File: src/rtl/eth_rx_framer.sv
// eth_rx_framer
// Receive-side framer that sits in front of the per-port frame FIFO.
// It locks onto the PHY preamble/SFD, then forwards every frame byte from the
// destination MAC through the FCS into the FIFO. The last byte of a frame is
// tagged, and bad frames are tagged as errored. It also captures the
// destination/source MAC for the forwarding lookup and reports per-frame
// length and status.
//
// Ports
//   clk, rst          clock, synchronous active-high reset
//   rx_dv, rx_er, rxd PHY receive interface (rx_er qualified by rx_dv)
//   fifo_full         downstream FIFO full flag
//   fifo_wr_en        FIFO write strobe
//   fifo_wr_data      {err, last, byte[7:0]}
//   dst_mac, src_mac  captured header addresses, first wire byte in [47:40]
//   hdr_valid         1-cycle pulse once dst_mac/src_mac are complete
//   frame_done        1-cycle pulse at frame end; qualifies frame_err/frame_len
//   frame_err         frame was a runt, oversize, PHY-errored or overflowed
//   frame_len         byte count of the frame (saturating)
module eth_rx_framer #(
  parameter int MIN_FRAME = 64,
  parameter int MAX_FRAME = 1518,
  parameter int LEN_W     = 11
) (
  input  logic             clk,
  input  logic             rst,
  input  logic             rx_dv,
  input  logic             rx_er,
  input  logic [7:0]       rxd,
  input  logic             fifo_full,
  output logic             fifo_wr_en,
  output logic [9:0]       fifo_wr_data,
  output logic [47:0]      dst_mac,
  output logic [47:0]      src_mac,
  output logic             hdr_valid,
  output logic             frame_done,
  output logic             frame_err,
  output logic [LEN_W-1:0] frame_len
);

  typedef enum logic [2:0] {IDLE, PRE, HDR, PAY, DROP} state_t;

  localparam logic [LEN_W-1:0] MIN_LEN   = LEN_W'(MIN_FRAME);
  localparam logic [LEN_W-1:0] MAX_LEN   = LEN_W'(MAX_FRAME);
  localparam logic [LEN_W-1:0] LEN_SAT   = '1;
  localparam logic [LEN_W-1:0] DST_BYTES = LEN_W'(6);
  localparam logic [LEN_W-1:0] HDR_LAST  = LEN_W'(11);

  state_t           state;
  logic [7:0]       hold_byte;
  logic             hold_vld;
  logic [LEN_W-1:0] len;
  logic             wrote_any;
  logic             term_pending;
  logic             dv_low_seen;

  logic             in_frame;
  logic             byte_err;
  logic             full_err;
  logic             go_drop;
  logic             runt;
  logic [LEN_W-1:0] len_inc;

  // A frame is abandoned on a PHY error, on a byte that would push it past
  // the maximum length, or when the held byte is due to be written but the
  // FIFO is full. Because the held byte is always written one byte late, a
  // full FIFO only matters once something is held.
  always_comb begin
    in_frame = (state == HDR) || (state == PAY);
    byte_err = rx_dv && (rx_er || (len == MAX_LEN));
    full_err = hold_vld && fifo_full;
    go_drop  = in_frame && (byte_err || full_err);
    runt     = (state == HDR) || (len < MIN_LEN);
    len_inc  = (len == LEN_SAT) ? len : len + LEN_W'(1);
  end

  // Single-process FSM with registered outputs. The one-byte hold register
  // delays the stream by one byte, so the final byte can be tagged last when
  // rx_dv falls without needing any look-ahead.
  always_ff @(posedge clk) begin
    if (rst) begin
      state        <= IDLE;
      hold_byte    <= '0;
      hold_vld     <= 1'b0;
      len          <= '0;
      wrote_any    <= 1'b0;
      term_pending <= 1'b0;
      dv_low_seen  <= 1'b0;
      fifo_wr_en   <= 1'b0;
      fifo_wr_data <= '0;
      dst_mac      <= '0;
      src_mac      <= '0;
      hdr_valid    <= 1'b0;
      frame_done   <= 1'b0;
      frame_err    <= 1'b0;
      frame_len    <= '0;
    end else begin
      fifo_wr_en <= 1'b0;
      hdr_valid  <= 1'b0;
      frame_done <= 1'b0;

      if (go_drop) begin
        // Offending byte and held byte are both discarded. If nothing of
        // this frame reached the FIFO, there is no terminator to write.
        // In that case, the status is reported right away.
        state       <= DROP;
        hold_vld    <= 1'b0;
        dv_low_seen <= !rx_dv;
        if (rx_dv) len <= len_inc;
        if (wrote_any) begin
          term_pending <= 1'b1;
        end else begin
          frame_done <= 1'b1;
          frame_err  <= 1'b1;
          frame_len  <= rx_dv ? len_inc : len;
        end
      end else begin
        unique case (state)
          IDLE: begin
            if (rx_dv && (rxd == 8'h55)) state <= PRE;
          end
          PRE: begin
            if (!rx_dv) begin
              state <= IDLE;
            end else if (rxd == 8'hD5) begin
              state        <= HDR;
              len          <= '0;
              hold_vld     <= 1'b0;
              wrote_any    <= 1'b0;
              term_pending <= 1'b0;
            end else if (rxd != 8'h55) begin
              state <= IDLE;
            end
          end
          HDR, PAY: begin
            if (rx_dv) begin
              if (hold_vld) begin
                fifo_wr_en   <= 1'b1;
                fifo_wr_data <= {2'b00, hold_byte};
                wrote_any    <= 1'b1;
              end
              hold_byte <= rxd;
              hold_vld  <= 1'b1;
              len       <= len_inc;
              if (state == HDR) begin
                if (len < DST_BYTES) dst_mac <= {dst_mac[39:0], rxd};
                else                 src_mac <= {src_mac[39:0], rxd};
                if (len == HDR_LAST) begin
                  hdr_valid <= 1'b1;
                  state     <= PAY;
                end
              end
            end else begin
              // Clean end of frame: flush the held byte as the last one.
              if (hold_vld) begin
                fifo_wr_en   <= 1'b1;
                fifo_wr_data <= {runt, 1'b1, hold_byte};
              end
              hold_vld   <= 1'b0;
              frame_done <= 1'b1;
              frame_err  <= runt;
              frame_len  <= len;
              state      <= IDLE;
            end
          end
          DROP: begin
            // Remember that rx_dv went low so that a frame whose terminator
            // is stalled by a full FIFO can still leave once it is written.
            if (!rx_dv) dv_low_seen <= 1'b1;
            if (term_pending) begin
              if (!fifo_full) begin
                fifo_wr_en   <= 1'b1;
                fifo_wr_data <= {1'b1, 1'b1, 8'h00};
                frame_done   <= 1'b1;
                frame_err    <= 1'b1;
                frame_len    <= len;
                term_pending <= 1'b0;
                if (!rx_dv || dv_low_seen) state <= IDLE;
              end
            end else if (!rx_dv || dv_low_seen) begin
              state <= IDLE;
            end
          end
          default: state <= IDLE;
        endcase
      end
    end
  end

endmodule

File: config.mk
export PLATFORM = sky130hd
export DESIGN_NAME = eth_rx_framer
export DESIGN_NICKNAME = d
export VERILOG_FILES = /design/src/rtl/eth_rx_framer.sv
export SDC_FILE = /design/constraint.sdc
export NUM_CORES = 1
export LEC_CHECK = 0
export ABC_AREA = 1
export BUFFER_PORTS_ARGS = -buffer_cell sky130_fd_sc_hd__buf_2
export CAP_MARGIN = 5
export CORE_UTILIZATION = 54
export CTS_CLUSTER_SIZE = 10
export DETAILED_ROUTE_END_ITERATION = 12
export PLACE_DENSITY = 0.76
export SLEW_MARGIN = 20
export SYNTH_ARGS = -nofsm -noshare
export SYNTH_HDL_FRONTEND = slang
export SYNTH_SLANG_ARGS = --single-unit
File: constraint.sdc
create_clock -name clk -period 2.15 [get_ports clk]
set_input_delay 0.43 -clock clk [delete_from_list [all_inputs] [get_ports clk]]
set_output_delay 0.43 -clock clk [all_outputs]
set_load 0.02 [all_outputs]
After elaboration in Yosys (flattened, before gate mapping)
Cells that the tools add are included.
{"block": "totals", "ff_bits": 147, "in_bits": 13, "output_inout_bits": 121, "wordCells": 150}
{"block": "classes", "addsub": 1, "magnitude_cmp": 2, "n_eq_ne": 34, "mux": 60, "bitwise_logic": 5, "reduce_logical": 32}
{"op": "two-way mux 11 bit", "count": 10}
{"op": "two-way mux 10 bit", "count": 5}
{"op": "one-hot mux 11 bit (2 select lines)", "count": 2}
{"op": "two-way mux 3 bit", "count": 11}
{"op": "AND reduction 5 bit", "count": 6}
{"op": "!= test 3 bit, second input constant", "count": 9}
{"op": "two-way mux 1 bit", "count": 24}
{"op": "== test 11 bit, second input constant", "count": 2}
{"op": "one-hot mux 10 bit (2 select lines)", "count": 1}
{"op": "!= test 2 bit, second input constant", "count": 9}
{"op": "!= test 4 bit, second input constant", "count": 4}
{"op": "one-hot mux 1 bit (2 select lines)", "count": 6}
{"op": "one-hot mux 3 bit (4 select lines)", "count": 1}
{"op": "adder 11 x 1 -> 11 bit, second input constant", "count": 1}
{"op": "== test 11 x 4 -> 1 bit, second input constant", "count": 1}
{"op": "< comparator 11 x 3 -> 1 bit, second input constant", "count": 1}
{"op": "< comparator 11 x 7 -> 1 bit, second input constant", "count": 1}
{"op": "AND reduction 3 bit", "count": 3}
{"op": "nonzero test 3 bit", "count": 3}
{"op": "== test 8 x 7 -> 1 bit, second input constant", "count": 1}
{"op": "== test 8 bit, second input constant", "count": 1}
{"op": "!= test 8 x 7 -> 1 bit, second input constant", "count": 1}
{"op": "== test 3 x 2 -> 1 bit, second input constant", "count": 2}
{"op": "AND reduction 6 bit", "count": 1}
{"op": "14 further kinds", "count": 28}

Logic depth before layout (Yosys ltp)
{"block": "depth", "depth_word": 7, "depth_mapped": 16, "mapped_depth_nobuf": 15}

Least setup slack after synthesis
OpenSTA, ideal clock, no wires.
{"block": "synth_path", "kind": "reg2reg", "from": "register len[0]", "to": "register dst_mac[35]", "setup_time_ns": 0.116, "arrival_time_ns": 1.682, "t_required_ns": 2.034, "slack_ns": 0.352, "path_stages_with_launch": 15, "n_path_buf": 2, "period_less_slack_ns": 1.798, "cell_sequence": "dfxtp_1 > inv_1 > ha_1 > nand2_1 > nor2_1 > nand3_1 > nand2_1 > nand2_2 > nand3_4 > nor2_4 > nand2_4 > buf_6 > buf_6 > o21ai_0 > nor2_1"}
{"block": "synth_between", "elab_chain_len": 7}
{"element": "from (decl)", "line": "52", "rtl": "logic [LEN_W-1:0] len;"}
{"element": "from (signal assigned)", "line": "109", "rtl": "if (rx_dv) len <= len_inc;"}
{"element": "from (signal assigned)", "line": "144", "rtl": "len <= len_inc;"}
{"element": "branches (longest 6 deep; another with < comparator 11 x 3 -> 1 bit)"}
{"element": "AND reduction 5 bit (no line) *"}
{"element": "to (signal assigned)", "line": "146", "rtl": "if (len < DST_BYTES) dst_mac <= {dst_mac[39:0], rxd};"}
{"element": "to (decl)", "line": "33", "rtl": "output logic [47:0] dst_mac,"}
Mark *: on every way between the ends.
A chain may end at the register's enable or synchronous reset.

Worst setup path in the final report
{"block": "layout_path", "from": "register len[0]", "to": "register src_mac[36]"}
{"block": "layout_between", "elab_chain_len": 7}
{"element": "branches (longest 6 deep; another with < comparator 11 x 3 -> 1 bit)"}
{"element": "AND reduction 5 bit (no line) *"}
{"element": "to (signal assigned)", "line": "147", "rtl": "else src_mac <= {src_mac[39:0], rxd};"}
{"element": "to (decl)", "line": "34", "rtl": "output logic [47:0] src_mac,"}
Marks and branches as above.

==> flow_metrics.py <==
metrics = {
    "place": {
        "port-buffer-count": 133,
        "gp_routability_congestion": 0.9296,
        "dpl.hpwl_mm": 9.751,
        "placement.cell_area_um2": 6838,
    },
    "floorplanning": {
        "rows": 38,
        "die_w_um": 108.3,
        "dieHeight_um": 108.3,
        "die-area_um2": 11730,
        "io-pin-count": 134,
        "initial_cell_density_of_the_core_pct": 55.79,
        "core_region_area_um2": 10940,
    },
    "logic_synthesis": {
        "synth_top_family_by_area": "simple AND/OR/NAND/NOR gates",
        "synth_compound_area_share_pct": 15.05,
        "synth.mux.area_fraction_pct": 0,
        "syn-cell-area_um2": 6101,
        "netlist.area_leader.share_pct": 48.24,
        "avgSynthCellArea_um2": 7.486,
        "ys_warn_count": 0,
        "xor_xnor_cell_area_share_of_the_yosys_netlist_pct": 0.4307,
        "synth-seq-area-share_pct": 48.24,
        "synthAdderAreaFrac_pct": 0.4102,
        "synthDominantAreaCellType": "sky130_fd_sc_hd__dfxtp_1",
        "netlist_instances": 815,
        "ys_seq_elements": 147,
        "number_of_distinct_library_cell_variants_in_the_gate_level_netlist_after_synthesis": 35,
        "number_of_nets_in_the_synthesized_netlist": 830,
        "synthSimpleGateAreaFrac_pct": 26.78,
        "synth_area_leaders": "sky130_fd_sc_hd__dfxtp_1, sky130_fd_sc_hd__nor2_1, sky130_fd_sc_hd__o21ai_0",
    },
    "run": {
        "cap_violations": 0,
    },
    "finish": {
        "n_antenna_cell": 0,
        "area_growth_from_synthesis_to_layout_pct": 21.37,
        "layout.nets": 957,
        "postLayoutCellArea_um2": 7405,
        "post_route_cells_drive_above_1_share_pct": 24.34,
    },
    "timing": {
        "timing.final.crit_share_pct": 91.81,
        "total_count_of_hold_check_failures_in_the_final_report": 0,
        "final.setup_skew_ns": 0.004558,
        "rsz0062_at_grt": "no",
        "max_freq_mhz": 506.6,
        "slew-limit-headroom_pct": 57.32,
        "worst_slew_pin_slew_ns": 0.6403,
        "timing.final.max_slew_violations": 0,
        "totalNegativeSetupSlack_ns": 0,
        "setup_viol_count_final": 0,
        "period_minus_slack_ns": 1.974,
    },
    "setup_path": {
        "ff2ff_path_depth": 13,
        "worst_ep_arrival_time_ns": 2.28,
        "kind_of_critical_path": "flip-flop to flip-flop",
        "cp-start-kind": "flip-flop",
        "worst_reg2reg_setup_slack_ns": 0.18,
        "crit-reg2reg-capture": "src_mac[36]",
        "type_of_element_capturing_the_critical_path": "flip-flop",
        "worstPathRequired_ns": 2.45,
        "worst-path-max-fanout": 25,
        "reg2reg_from": "len[0]",
    },
    "power_and_ir_drop": {
        "p_leak_nw": 3.284,
        "swShare_pct": 20.33,
        "pwr-share-seq_pct": 48.6,
        "pwr_density_cell_nw_per_um2": 757.6,
        "irDropWorstVdd_uv": 554.3,
        "internal_power_mw": 4.469,
        "net_switching_mw": 1.141,
        "design_power_total_mw": 5.610,
        "share_comb_of_total_power_pct": 2.6,
        "power.share.clock_pct": 48.8,
    },
    "hold_path": {
        "hold_path_depth": 4,
        "min_path_type": "input port to flip-flop",
        "min-delay-start": "rst",
        "hold_end": "term_pending",
    },
    "drt": {
        "drt_drc_violations_left": 0,
        "route.antenna.remaining_nets": 0,
        "drt_first_pass_iters": 7,
        "route.detailed.wl_per_inst_um": 13.13,
        "detailroute.via_count": 5512,
        "via_per_inst": 5.043,
        "detail_route.wirelength_mm": 14.35,
        "drt_first_iter_violations": 449,
    },
    "global_route": {
        "grt_pass1_wl_mm": 23.03,
        "grt_remaining_overflow": 0,
        "groute.usage.overall_pct": 24.87,
        "number_of_antenna_violations_at_the_first_check_in_global_routing": 0,
        "number_of_global_route_vias_before_repair": 4989,
        "grt_start_max_net_pins": 78,
    },
    "clocking": {
        "clockBufferDepth": 2,
        "clkSlewWorstSetupHoldPaths_ns": 0.06,
        "tritoncts_clock_tree": "done",
        "clock_insertion_delay_worst_skew_ns": 0.41,
        "clkSinkCount": 147,
        "numCtsBuffers": 17,
        "cts_root_buf": "sky130_fd_sc_hd__clkbuf_16",
        "cts_hold_buf": 0,
        "cts_setup_buffers": 0,
        "cts-htree-levels": 4,
    },
    "run_status": {
        "status": "finished, final reports clean",
    },
}
==> routing by layer <==
layer	track usage [%]	share of wire, %	up-vias
li1	-	-	2868
met1	30.71	45	2453
met2	42.27	48	167
met3	4.943	5.0	24
met4	10.33	1.9	0
met5	0	0	-
==> timing repair <==
| action | CTS | global route |
|---|---|---|
| gates resized for setup | 0 | 5 |
| endpoints found under the hold margin | 0 | 0 |
| endpoints found under the setup margin | 0 | 90 |
==> per-stage QoR <==
step | hold slack (ns) | setup slack [ns] | instances | utilization [%]
floorplan | 0.4240 | 0.3523 | 815 | -
global placement | 0.4382 | 0.1661 | 1063 | 62.53
detailed placement | 0.4413 | 0.09884 | 1063 | 62.53
CTS | 0.3095 | 0.06731 | 1093 | 67.54
global route | 0.3374 | 0.001438 | 1093 | 67.71
finish | 0.3174 | 0.1762 | 1093 | 67.71
==> power groups by stage <==
stage | combinational, mW | sequential, mW | clock [mW]
detailed placement | 0.143 | 2.78 | 0
global placement | 0.142 | 2.78 | 0
finish | 0.144 | 2.73 | 2.74
global route | 0.164 | 2.72 | 2.91
CTS | 0.144 | 2.73 | 2.78
floorplan | 0.0929 | 2.78 | 0
==> flip-flops by register name (all words and copies together) (netlist names) <==
signal / flops
dst_mac: 48
dv_low_seen: 1
fifo_wr_data: 10
fifo_wr_en: 1
frame_done: 1
frame_err: 1
frame_len: 11
hdr_valid: 1
hold_byte: 8
hold_vld: 1
len: 11
src_mac: 48
state: 3
term_pending: 1
wrote_any: 1
==> worst max-delay path: stages, from the launching register on <==
cell and delay [ns]:
sky130_fd_sc_hd__dfxtp_2 0.38, sky130_fd_sc_hd__inv_1 0.07, sky130_fd_sc_hd__ha_1 0.19, sky130_fd_sc_hd__nand2_1 0.06, sky130_fd_sc_hd__nor2_1 0.04, sky130_fd_sc_hd__nand3_1 0.08, sky130_fd_sc_hd__nand2_1 0.06, sky130_fd_sc_hd__nand2_2 0.09
sky130_fd_sc_hd__nand3_4 0.09, sky130_fd_sc_hd__nor2_4 0.18, sky130_fd_sc_hd__nand2_8 0.15, sky130_fd_sc_hd__buf_12 0.19, sky130_fd_sc_hd__o21ai_0 0.19, sky130_fd_sc_hd__nor2_1 0.07
==> layout by cell type, fill, tap and decap left out, types with 2 or more instances in the layout <==
master                      instances
sky130_fd_sc_hd__a21oi_1           43
sky130_fd_sc_hd__buf_12             5
sky130_fd_sc_hd__buf_2            133
sky130_fd_sc_hd__buf_4             20
sky130_fd_sc_hd__clkbuf_1           5
sky130_fd_sc_hd__clkbuf_16         17
sky130_fd_sc_hd__clkbuf_8           4
sky130_fd_sc_hd__clkinv_2           2
sky130_fd_sc_hd__dfxtp_1          145
sky130_fd_sc_hd__dfxtp_2            2
sky130_fd_sc_hd__ha_1               2
sky130_fd_sc_hd__inv_1             43
sky130_fd_sc_hd__inv_2              7
sky130_fd_sc_hd__nand2_1           79
sky130_fd_sc_hd__nand2_2            5
sky130_fd_sc_hd__nand3_1           27
sky130_fd_sc_hd__nand3b_1           2
sky130_fd_sc_hd__nand4_1            4
sky130_fd_sc_hd__nor2_1           220
sky130_fd_sc_hd__nor2_2            22
sky130_fd_sc_hd__nor2_4             3
sky130_fd_sc_hd__nor3_1            10
sky130_fd_sc_hd__nor3_2             2
sky130_fd_sc_hd__o21ai_0          108
sky130_fd_sc_hd__o21ai_1           25
sky130_fd_sc_hd__xor2_1             3
==> how the worst max path moves through the flow <==
| stage | startpoint | endpoint |
|---|---|---|
| floorplan | len[0] | dst_mac[35] |
| global placement | len[0] | src_mac[2] |
| detailed placement | len[0] | src_mac[2] |
| CTS | len[0] | src_mac[36] |
| global route | len[0] | src_mac[15] |
| finish | len[0] | src_mac[36] |
==> cell usage after synthesis (all sizes together) <==
cell type,n
o31ai,1
a21oi,43
o2bb2ai,1
buf,31
inv,52
nand4,4
xor2,3
nand2,86
nor3,12
o21ai,134
ha,2
nor2,245
a31oi,1
dfxtp,147
nand3b,2
clkbuf,19
nand3,29
nor4,2
o22ai,1
==> cell families after synthesis <==
logic type               after synthesis
AO/OA/AOI/OAI                        181
buffers and inverters                102
XOR/XNOR                               3
adder cells (fa/ha/maj)                2
flip-flops                           147
AND/OR/NAND/NOR                      380
==> layout make-up <==
class	count	area, um2
fill	994	3531
multi-input combinational	566	2618
clock buffer	26	499.2
sequential	147	2945
timing repair buffer	158	915.9
tap	140	175.2
inverter	52	202.7
clock inverter	4	48.80
No activity file was read; power rests on OpenSTA's default activity.
